[src/rtl/pcie_tlp_pkg.sv]
// rtl/pcie_tlp_pkg.sv - TLP type/status constants, field positions and packed request/completion layouts
package pcie_tlp_pkg;

   localparam logic [7:0] TLP_MRD  = 8'h00;
   localparam logic [7:0] TLP_MWR  = 8'h40;
   localparam logic [7:0] TLP_CPL  = 8'h0A;
   localparam logic [7:0] TLP_CPLD = 8'h4A;

   localparam logic [2:0] CPL_SC = 3'b000;
   localparam logic [2:0] CPL_UR = 3'b001;

   // Least-significant bit of each TLP field
   localparam int TLP_TYPE_LSB = 120;
   localparam int TLP_TAG_LSB  = 112;
   localparam int TLP_RID_LSB  = 96;
   localparam int TLP_ADDR_LSB = 64;
   localparam int TLP_STAT_LSB = 93;
   localparam int TLP_BE_LSB   = 32;
   localparam int TLP_DATA_LSB = 0;

   typedef struct packed {
      logic [7:0]  tlp_type;
      logic [7:0]  tag;
      logic [15:0] req_id;
      logic [31:0] addr;
      logic [27:0] rsvd;
      logic [3:0]  be;
      logic [31:0] data;
   } req_tlp_t;

   typedef struct packed {
      logic [7:0]  tlp_type;
      logic [7:0]  tag;
      logic [15:0] req_id;
      logic [2:0]  status;
      logic [60:0] rsvd;
      logic [31:0] data;
   } cpl_tlp_t;

endpackage

[src/rtl/pcie_ep_bar_mem.sv]
// rtl/pcie_ep_bar_mem.sv - BAR register memory, byte-enabled write, registered read, synchronous clear
module pcie_ep_bar_mem #(
   parameter int DEPTH = 64,
   parameter int AW    = $clog2(DEPTH)
) (
   input  logic          i_clk,
   input  logic          i_rst,
   input  logic          i_we,
   input  logic [AW-1:0] i_waddr,
   input  logic [3:0]    i_wbe,
   input  logic [31:0]   i_wdata,
   input  logic [AW-1:0] i_raddr,
   output logic [31:0]   o_rdata
);

   logic [31:0] r_mem [DEPTH];
   logic [31:0] r_rdata;

   // Clear every word on reset, otherwise merge the enabled bytes of a write
   always_ff @(posedge i_clk) begin
      if (i_rst) begin
         for (int i = 0; i < DEPTH; i++) r_mem[i] <= '0;
      end else if (i_we) begin
         for (int b = 0; b < 4; b++) begin
            if (i_wbe[b]) r_mem[i_waddr][8*b +: 8] <= i_wdata[8*b +: 8];
         end
      end
   end

   // One-cycle synchronous read
   always_ff @(posedge i_clk) begin
      if (i_rst) r_rdata <= '0;
      else       r_rdata <= r_mem[i_raddr];
   end

   assign o_rdata = r_rdata;

endmodule

[src/rtl/pcie_ep_completer.sv]
// rtl/pcie_ep_completer.sv - Endpoint completer: MRd/MWr decode, FSM, completion generation, statistics
module pcie_ep_completer
   import pcie_tlp_pkg::*;
#(
   parameter int          DEPTH    = 64,
   parameter logic [31:0] BAR_BASE = 32'h0000_1000,
   parameter int          CNT_W    = 16
) (
   input  logic             PCIE_CLK,
   input  logic             PCIE_RST,
   input  logic             req_valid,
   output logic             req_ready,
   input  logic [127:0]     req_tlp,
   output logic             cpl_valid,
   input  logic             cpl_ready,
   output logic [127:0]     cpl_tlp,
   output logic [CNT_W-1:0] stat_wr_cnt,
   output logic [CNT_W-1:0] stat_rd_cnt,
   output logic [CNT_W-1:0] stat_err_cnt
);

   localparam int          AW       = $clog2(DEPTH);
   localparam logic [31:0] BAR_SIZE = 32'(DEPTH * 4);

   typedef enum logic [1:0] {ST_IDLE, ST_RD, ST_CPL} state_t;

   state_t          r_state, w_next;
   req_tlp_t        w_req;
   cpl_tlp_t        w_cpl;
   logic [31:0]     w_offset;
   logic            w_addr_good, w_is_mrd, w_is_mwr;
   logic            w_hs_req, w_hs_cpl, w_mem_we;
   logic [AW-1:0]   w_idx;
   logic [31:0]     w_rdata;
   logic            w_unused_bits;

   logic [7:0]      r_tag;
   logic [15:0]     r_rid;
   logic [AW-1:0]   r_idx;
   logic            r_ur;
   logic            r_cpl_valid;
   logic [127:0]    r_cpl_tlp;
   logic [CNT_W-1:0] r_wr_cnt, r_rd_cnt, r_err_cnt;

   assign w_req       = req_tlp;
   assign w_offset    = w_req.addr - BAR_BASE;
   assign w_addr_good = (w_req.addr >= BAR_BASE) && (w_offset < BAR_SIZE) && (w_req.addr[1:0] == 2'b00);
   assign w_idx       = w_offset[AW+1:2];
   assign w_is_mrd    = (w_req.tlp_type == TLP_MRD);
   assign w_is_mwr    = (w_req.tlp_type == TLP_MWR);
   assign w_hs_req    = req_valid && req_ready;
   assign w_hs_cpl    = r_cpl_valid && cpl_ready;
   assign w_mem_we    = w_hs_req && w_is_mwr && w_addr_good;
   assign w_unused_bits = ^{w_req.rsvd, w_offset[31:AW+2], w_offset[1:0]};

   pcie_ep_bar_mem #(.DEPTH(DEPTH), .AW(AW)) u_mem (
      .i_clk   (PCIE_CLK),
      .i_rst   (PCIE_RST),
      .i_we    (w_mem_we),
      .i_waddr (w_idx),
      .i_wbe   (w_req.be),
      .i_wdata (w_req.data),
      .i_raddr (r_idx),
      .o_rdata (w_rdata)
   );

   // State register
   always_ff @(posedge PCIE_CLK) begin
      if (PCIE_RST) r_state <= ST_IDLE;
      else          r_state <= w_next;
   end

   // Next state; ready depends only on the state so it never loops back from req_valid
   always_comb begin
      w_next    = r_state;
      req_ready = 1'b0;
      case (r_state)
         ST_IDLE: begin
            req_ready = 1'b1;
            if (w_hs_req && !w_is_mwr) w_next = ST_RD;
         end
         ST_RD:   w_next = ST_CPL;
         ST_CPL:  if (w_hs_cpl) w_next = ST_IDLE;
         default: w_next = ST_IDLE;
      endcase
   end

   // Capture header of a non-posted request; UR covers bad MRd and unknown types
   always_ff @(posedge PCIE_CLK) begin
      if (PCIE_RST) begin
         r_tag <= '0;
         r_rid <= '0;
         r_idx <= '0;
         r_ur  <= 1'b0;
      end else if (w_hs_req && !w_is_mwr) begin
         r_tag <= w_req.tag;
         r_rid <= w_req.req_id;
         r_idx <= w_idx;
         r_ur  <= !(w_is_mrd && w_addr_good);
      end
   end

   // Completion fields assembled from captured header and memory read data
   always_comb begin
      w_cpl        = '0;
      w_cpl.tag    = r_tag;
      w_cpl.req_id = r_rid;
      if (r_ur) begin
         w_cpl.tlp_type = TLP_CPL;
         w_cpl.status   = CPL_UR;
      end else begin
         w_cpl.tlp_type = TLP_CPLD;
         w_cpl.status   = CPL_SC;
         w_cpl.data     = w_rdata;
      end
   end

   // Completion register loads once the read data has settled, holds until accepted
   always_ff @(posedge PCIE_CLK) begin
      if (PCIE_RST) begin
         r_cpl_valid <= 1'b0;
         r_cpl_tlp   <= '0;
      end else if (r_state == ST_CPL && !r_cpl_valid) begin
         r_cpl_valid <= 1'b1;
         r_cpl_tlp   <= w_cpl;
      end else if (w_hs_cpl) begin
         r_cpl_valid <= 1'b0;
         r_cpl_tlp   <= '0;
      end
   end

   // Saturating statistics counters
   always_ff @(posedge PCIE_CLK) begin
      if (PCIE_RST) begin
         r_wr_cnt  <= '0;
         r_rd_cnt  <= '0;
         r_err_cnt <= '0;
      end else begin
         if (w_mem_we && r_wr_cnt != '1) r_wr_cnt <= r_wr_cnt + CNT_W'(1);
         if (w_hs_cpl && !r_ur && r_rd_cnt != '1) r_rd_cnt <= r_rd_cnt + CNT_W'(1);
         if (((w_hs_req && w_is_mwr && !w_addr_good) || (w_hs_cpl && r_ur)) && r_err_cnt != '1)
            r_err_cnt <= r_err_cnt + CNT_W'(1);
      end
   end

   assign cpl_valid    = r_cpl_valid;
   assign cpl_tlp      = r_cpl_tlp;
   assign stat_wr_cnt  = r_wr_cnt;
   assign stat_rd_cnt  = r_rd_cnt;
   assign stat_err_cnt = r_err_cnt;

endmodule

[config.mk]
export PLATFORM = sky130hd
export DESIGN_NAME = pcie_ep_completer
export DESIGN_NICKNAME = d
export VERILOG_FILES = /design/src/rtl/pcie_tlp_pkg.sv /design/src/rtl/pcie_ep_bar_mem.sv /design/src/rtl/pcie_ep_completer.sv
export SDC_FILE = /design/constraint.sdc
export NUM_CORES = 2
export LEC_CHECK = 0
export CAP_MARGIN = 15
export CORE_UTILIZATION = 50
export CTS_CLUSTER_DIAMETER = 60
export DETAILED_ROUTE_END_ITERATION = 7
export PLACE_DENSITY = 0.7
export SYNTH_ARGS = -nofsm -noshare
export SYNTH_HDL_FRONTEND = slang
export SYNTH_HIERARCHICAL = 1
export SYNTH_SLANG_ARGS = --single-unit
[constraint.sdc]
create_clock -name PCIE_CLK -period 2.8 [get_ports PCIE_CLK]
set_input_delay 0.42 -clock PCIE_CLK [delete_from_list [all_inputs] [get_ports PCIE_CLK]]
set_output_delay 0.42 -clock PCIE_CLK [all_outputs]
set_load 0.05 [all_outputs]
==> impl_metrics.prom <==
# TYPE chip_impl_metric gauge
chip_impl_metric{name="ys_warn_count",unit=""} 6
chip_impl_metric{name="post-route-cell-area",unit="µm²"} 119000
chip_impl_metric{name="filler_cell_count",unit=""} 15140
chip_impl_metric{name="max_clock_freq",unit="MHz"} 353
chip_impl_metric{name="ir_worst_vdd",unit="V"} 0.000725
chip_impl_metric{name="max_slew_margin",unit="%"} 32.3
chip_impl_metric{name="clk_path_buf_depth",unit=""} 3
chip_impl_metric{name="timing_hold_violations_final",unit=""} 0
chip_impl_metric{name="floorplan.die.height",unit="µm"} 453
chip_impl_metric{name="detailed_route_via_count",unit=""} 62116
chip_impl_metric{name="route.detailed.wl_per_inst",unit="µm"} 28.3
chip_impl_metric{name="timing.critical_path.required",unit="ps"} 3520
chip_impl_metric{name="maxCapViolCount",unit=""} 0
chip_impl_metric{name="final_report_max_slew_violation_count",unit=""} 0
chip_impl_metric{name="io_pins",unit=""} 310
chip_impl_info{name="layout_common_cells",value="and2_1 (2053), edfxtp_1 (2048), buf_4 (588)"} 1
chip_impl_metric{name="final_worst_path_cycle_share",unit="%"} 101
chip_impl_metric{name="crit_fanout",unit=""} 19
chip_impl_metric{name="cts.reportedPaths.clkPinSlew",unit="ps"} 60
chip_impl_metric{name="static-leakage-power",unit="nW"} 42.8
chip_impl_metric{name="synth.ff_latch_count",unit=""} 2220
chip_impl_metric{name="max_slew.worst_pin.slew",unit="ps"} 1010
chip_impl_metric{name="rows",unit=""} 165
chip_impl_metric{name="timing.critical_path.arrival",unit="ps"} 3550
chip_impl_metric{name="grt_first_pass_wirelength",unit="µm"} 422000
chip_impl_metric{name="preCtsSetupSlack",unit="ps"} -660
chip_impl_info{name="layout.cells.most_common",value="and2_1"} 1
chip_impl_metric{name="clock_latency",unit="ps"} 890
chip_impl_info{name="critical_path.startpoint_type",value="flip-flop"} 1
chip_impl_metric{name="async_flop_share",unit="%"} 0
chip_impl_metric{name="die-area",unit="µm²"} 205000
chip_impl_info{name="yosys_most_used_dff",value="edfxtp_1"} 1
chip_impl_info{name="tritoncts",value="done"} 1
chip_impl_metric{name="syn_area",unit="µm²"} 102000
chip_impl_metric{name="fin_clk_skew",unit="ps"} 40.3
chip_impl_metric{name="synthToLayoutAreaGrowth",unit="%"} 16.6
chip_impl_metric{name="drt_pre_antenna_iters",unit=""} 6
chip_impl_metric{name="via_density",unit=""} 5.95
chip_impl_metric{name="dp_hpwl",unit="µm"} 200000
chip_impl_metric{name="p_total",unit="mW"} 74.9
chip_impl_info{name="grt_setup_unrepaired",value="yes"} 1
chip_impl_metric{name="gate_count_after_technology_mapping",unit=""} 6954
chip_impl_metric{name="ctsHtreeMaxLevel",unit=""} 4
chip_impl_metric{name="starting_density_of_the_core",unit="%"} 50.3
chip_impl_metric{name="finalSetupViolCount",unit=""} 3
chip_impl_metric{name="dpl_cell_area",unit="µm²"} 111000
chip_impl_metric{name="finalWeightedCongestion",unit=""} 0.929
chip_impl_metric{name="gr-total-overflow",unit=""} 0
chip_impl_info{name="violations",value="setup timing"} 1
chip_impl_info{name="synth_top_cell_by_area",value="edfxtp_1"} 1
chip_impl_info{name="critical_path_class",value="reg2reg"} 1
chip_impl_metric{name="track_usage",unit="%"} 28.6
chip_impl_metric{name="pwr_density_cell",unit="nW/µm²"} 630
chip_impl_info{name="result_of_the_run",value="finished, violations left"} 1
chip_impl_metric{name="vias_in_the_first_global_route",unit=""} 60547
chip_impl_metric{name="finalCoreUtilization",unit="%"} 58.7
chip_impl_metric{name="design.core.area",unit="µm²"} 202000
chip_impl_metric{name="cts_inserted_buffers",unit=""} 222
chip_impl_info{name="synth_area_leaders",value="edfxtp_1 (60%), and2_1 (13%), mux4_2 (12%), dfxtp_1 (3.4%), or2_2 (1.6%)"} 1
chip_impl_info{name="critical_path.endpoint_type",value="flip-flop"} 1
chip_impl_metric{name="ant_nets",unit=""} 0
chip_impl_metric{name="fin_nets",unit=""} 7686
chip_impl_metric{name="die_w",unit="µm"} 453
chip_impl_metric{name="port_buffers",unit=""} 213
chip_impl_metric{name="synth.avg_cell_area",unit="µm²"} 14.6
chip_impl_metric{name="tritoncts_num_sinks",unit=""} 2220
chip_impl_metric{name="period_needed",unit="ps"} 2830
chip_impl_metric{name="layout-drive-gt1-share",unit="%"} 24.8
chip_impl_metric{name="setup_slack",unit="ps"} -29.7
chip_impl_metric{name="remaining_drc_errors",unit=""} 0
chip_impl_info{name="worstHoldPathType",value="in2reg"} 1
chip_impl_metric{name="synth_enable_flop_cells",unit=""} 2048
chip_impl_metric{name="largest_net_degree_at_the_start_of_global_routing",unit=""} 97
chip_impl_metric{name="first_iter_violations",unit=""} 7040
chip_impl_metric{name="synth-seq-area-share",unit="%"} 63.8
chip_impl_metric{name="route.final.wire_length",unit="µm"} 295000
chip_impl_metric{name="synthDominantCellAreaShare",unit="%"} 60.4
chip_impl_metric{name="antenna_violations_before_repair",unit=""} 24
chip_impl_metric{name="ys_types",unit=""} 70
chip_impl_info{name="cts-root-buf",value="clkbuf_16"} 1
[final timing paths]
kind	slack, ps	to	cells after the start	from
max	-30	u_mem/o_rdata[26]$_SDFF_PP0_	7	r_idx[0]$_SDFFE_PP0P_
min	110	r_rid[3]$_SDFFE_PP0P_	3	req_tlp[99]
max reg2reg	-30	u_mem/o_rdata[26]$_SDFF_PP0_	7	r_idx[0]$_SDFFE_PP0P_
min reg2reg	450	cpl_tlp[98]$_SDFFE_PP0P_	2	r_rid[2]$_SDFFE_PP0P_
[worst max-delay path, cell delays in order (launching register included)]
cell     delay (ps)
dfxtp_4         370
buf_12          140
buf_12          230
buf_12          220
mux4_2          560
mux4_2          550
mux2i_1         330
o22ai_1         220
[Yosys cell counts (37+ instances only)]
cell type and instances:
a21oi_1 108, a22oi_1 37, and2_1 2053, buf_1 49, buf_2 61, buf_4 116
clkbuf_1 340, dfxtp_1 172, edfxtp_1 2048, mux2i_1 97, mux4_2 563, nand2_1 263
nand3_1 47, nor2_1 362, or2_2 260
[logic make-up after synthesis]
family,synth area share (%)
AND/OR/NAND/NOR,17.8
adder cells (fa/ha/maj),0.0369
XOR/XNOR,0.215
multiplexers,13.5
AO/OA/AOI/OAI,1.88
flip-flops,63.8
buffers and inverters,2.74
other,0.00368
[per-stage QoR]
step            TNS, ps  hold WS, ps  instances
6_report          -42.3          114      10443
5_1_grt           -22.0         91.2      10423
4_1_cts               0         48.1      10418
3_5_place_dp   -1846390          443       9997
3_3_place_gp   -1726770          435       9997
2_1_floorplan         0          432       7021
[state kept, by name (all words and copies together) (netlist names)]
register / cells
stat_wr_cnt: 16
stat_err_cnt: 16
r_idx: 6
stat_rd_cnt: 16
u_mem/o_rdata: 32
r_ur: 1
r_tag: 8
cpl_tlp: 59
r_rid: 16
r_state: 2
u_mem/r_mem: 2048
[layer usage]
metal | up-vias | global-route usage, % | part of all wire, %
li1 | 26421 | - | -
met1 | 31742 | 37.5 | 38
met2 | 3311 | 45.3 | 47
met3 | 616 | 6.28 | 9.9
met4 | 26 | 13.8 | 5.4
met5 | - | 0 | 0.058
[power breakdown]
group / internal (mW) / switching [mW]
Sequential: 37.3 / 0.544
Clock: 17.6 / 13.0
Combinational: 2.46 / 3.87
[timing repair]
| item | in CTS | in global routing |
|---|---|---|
| cloned | 0 | 1 |
| resized for setup | 20 | 62 |
| hold buffers | 0 | 0 |
| setup endpoints to repair | 785 | 2136 |
| pin swaps | 0 | 2 |
| setup buffers | 2 | 0 |
[cell type report]
| class | instances | area (µm²) | share of cell area, % |
|---|---|---|---|
| clock inverters | 135 | 1540 | 1.30 |
| inverters | 15 | 62.6 | 0.0527 |
| diodes | 25 | 62.6 | 0.0527 |
| flip-flops and latches | 2220 | 65000 | 54.7 |
| repair buffers | 881 | 8220 | 6.92 |
| well taps | 2672 | 3340 | 2.81 |
| clock buffers | 284 | 5980 | 5.03 |
| multi-input cells | 4211 | 34600 | 29.1 |
(Power assumes the default switching activity.)
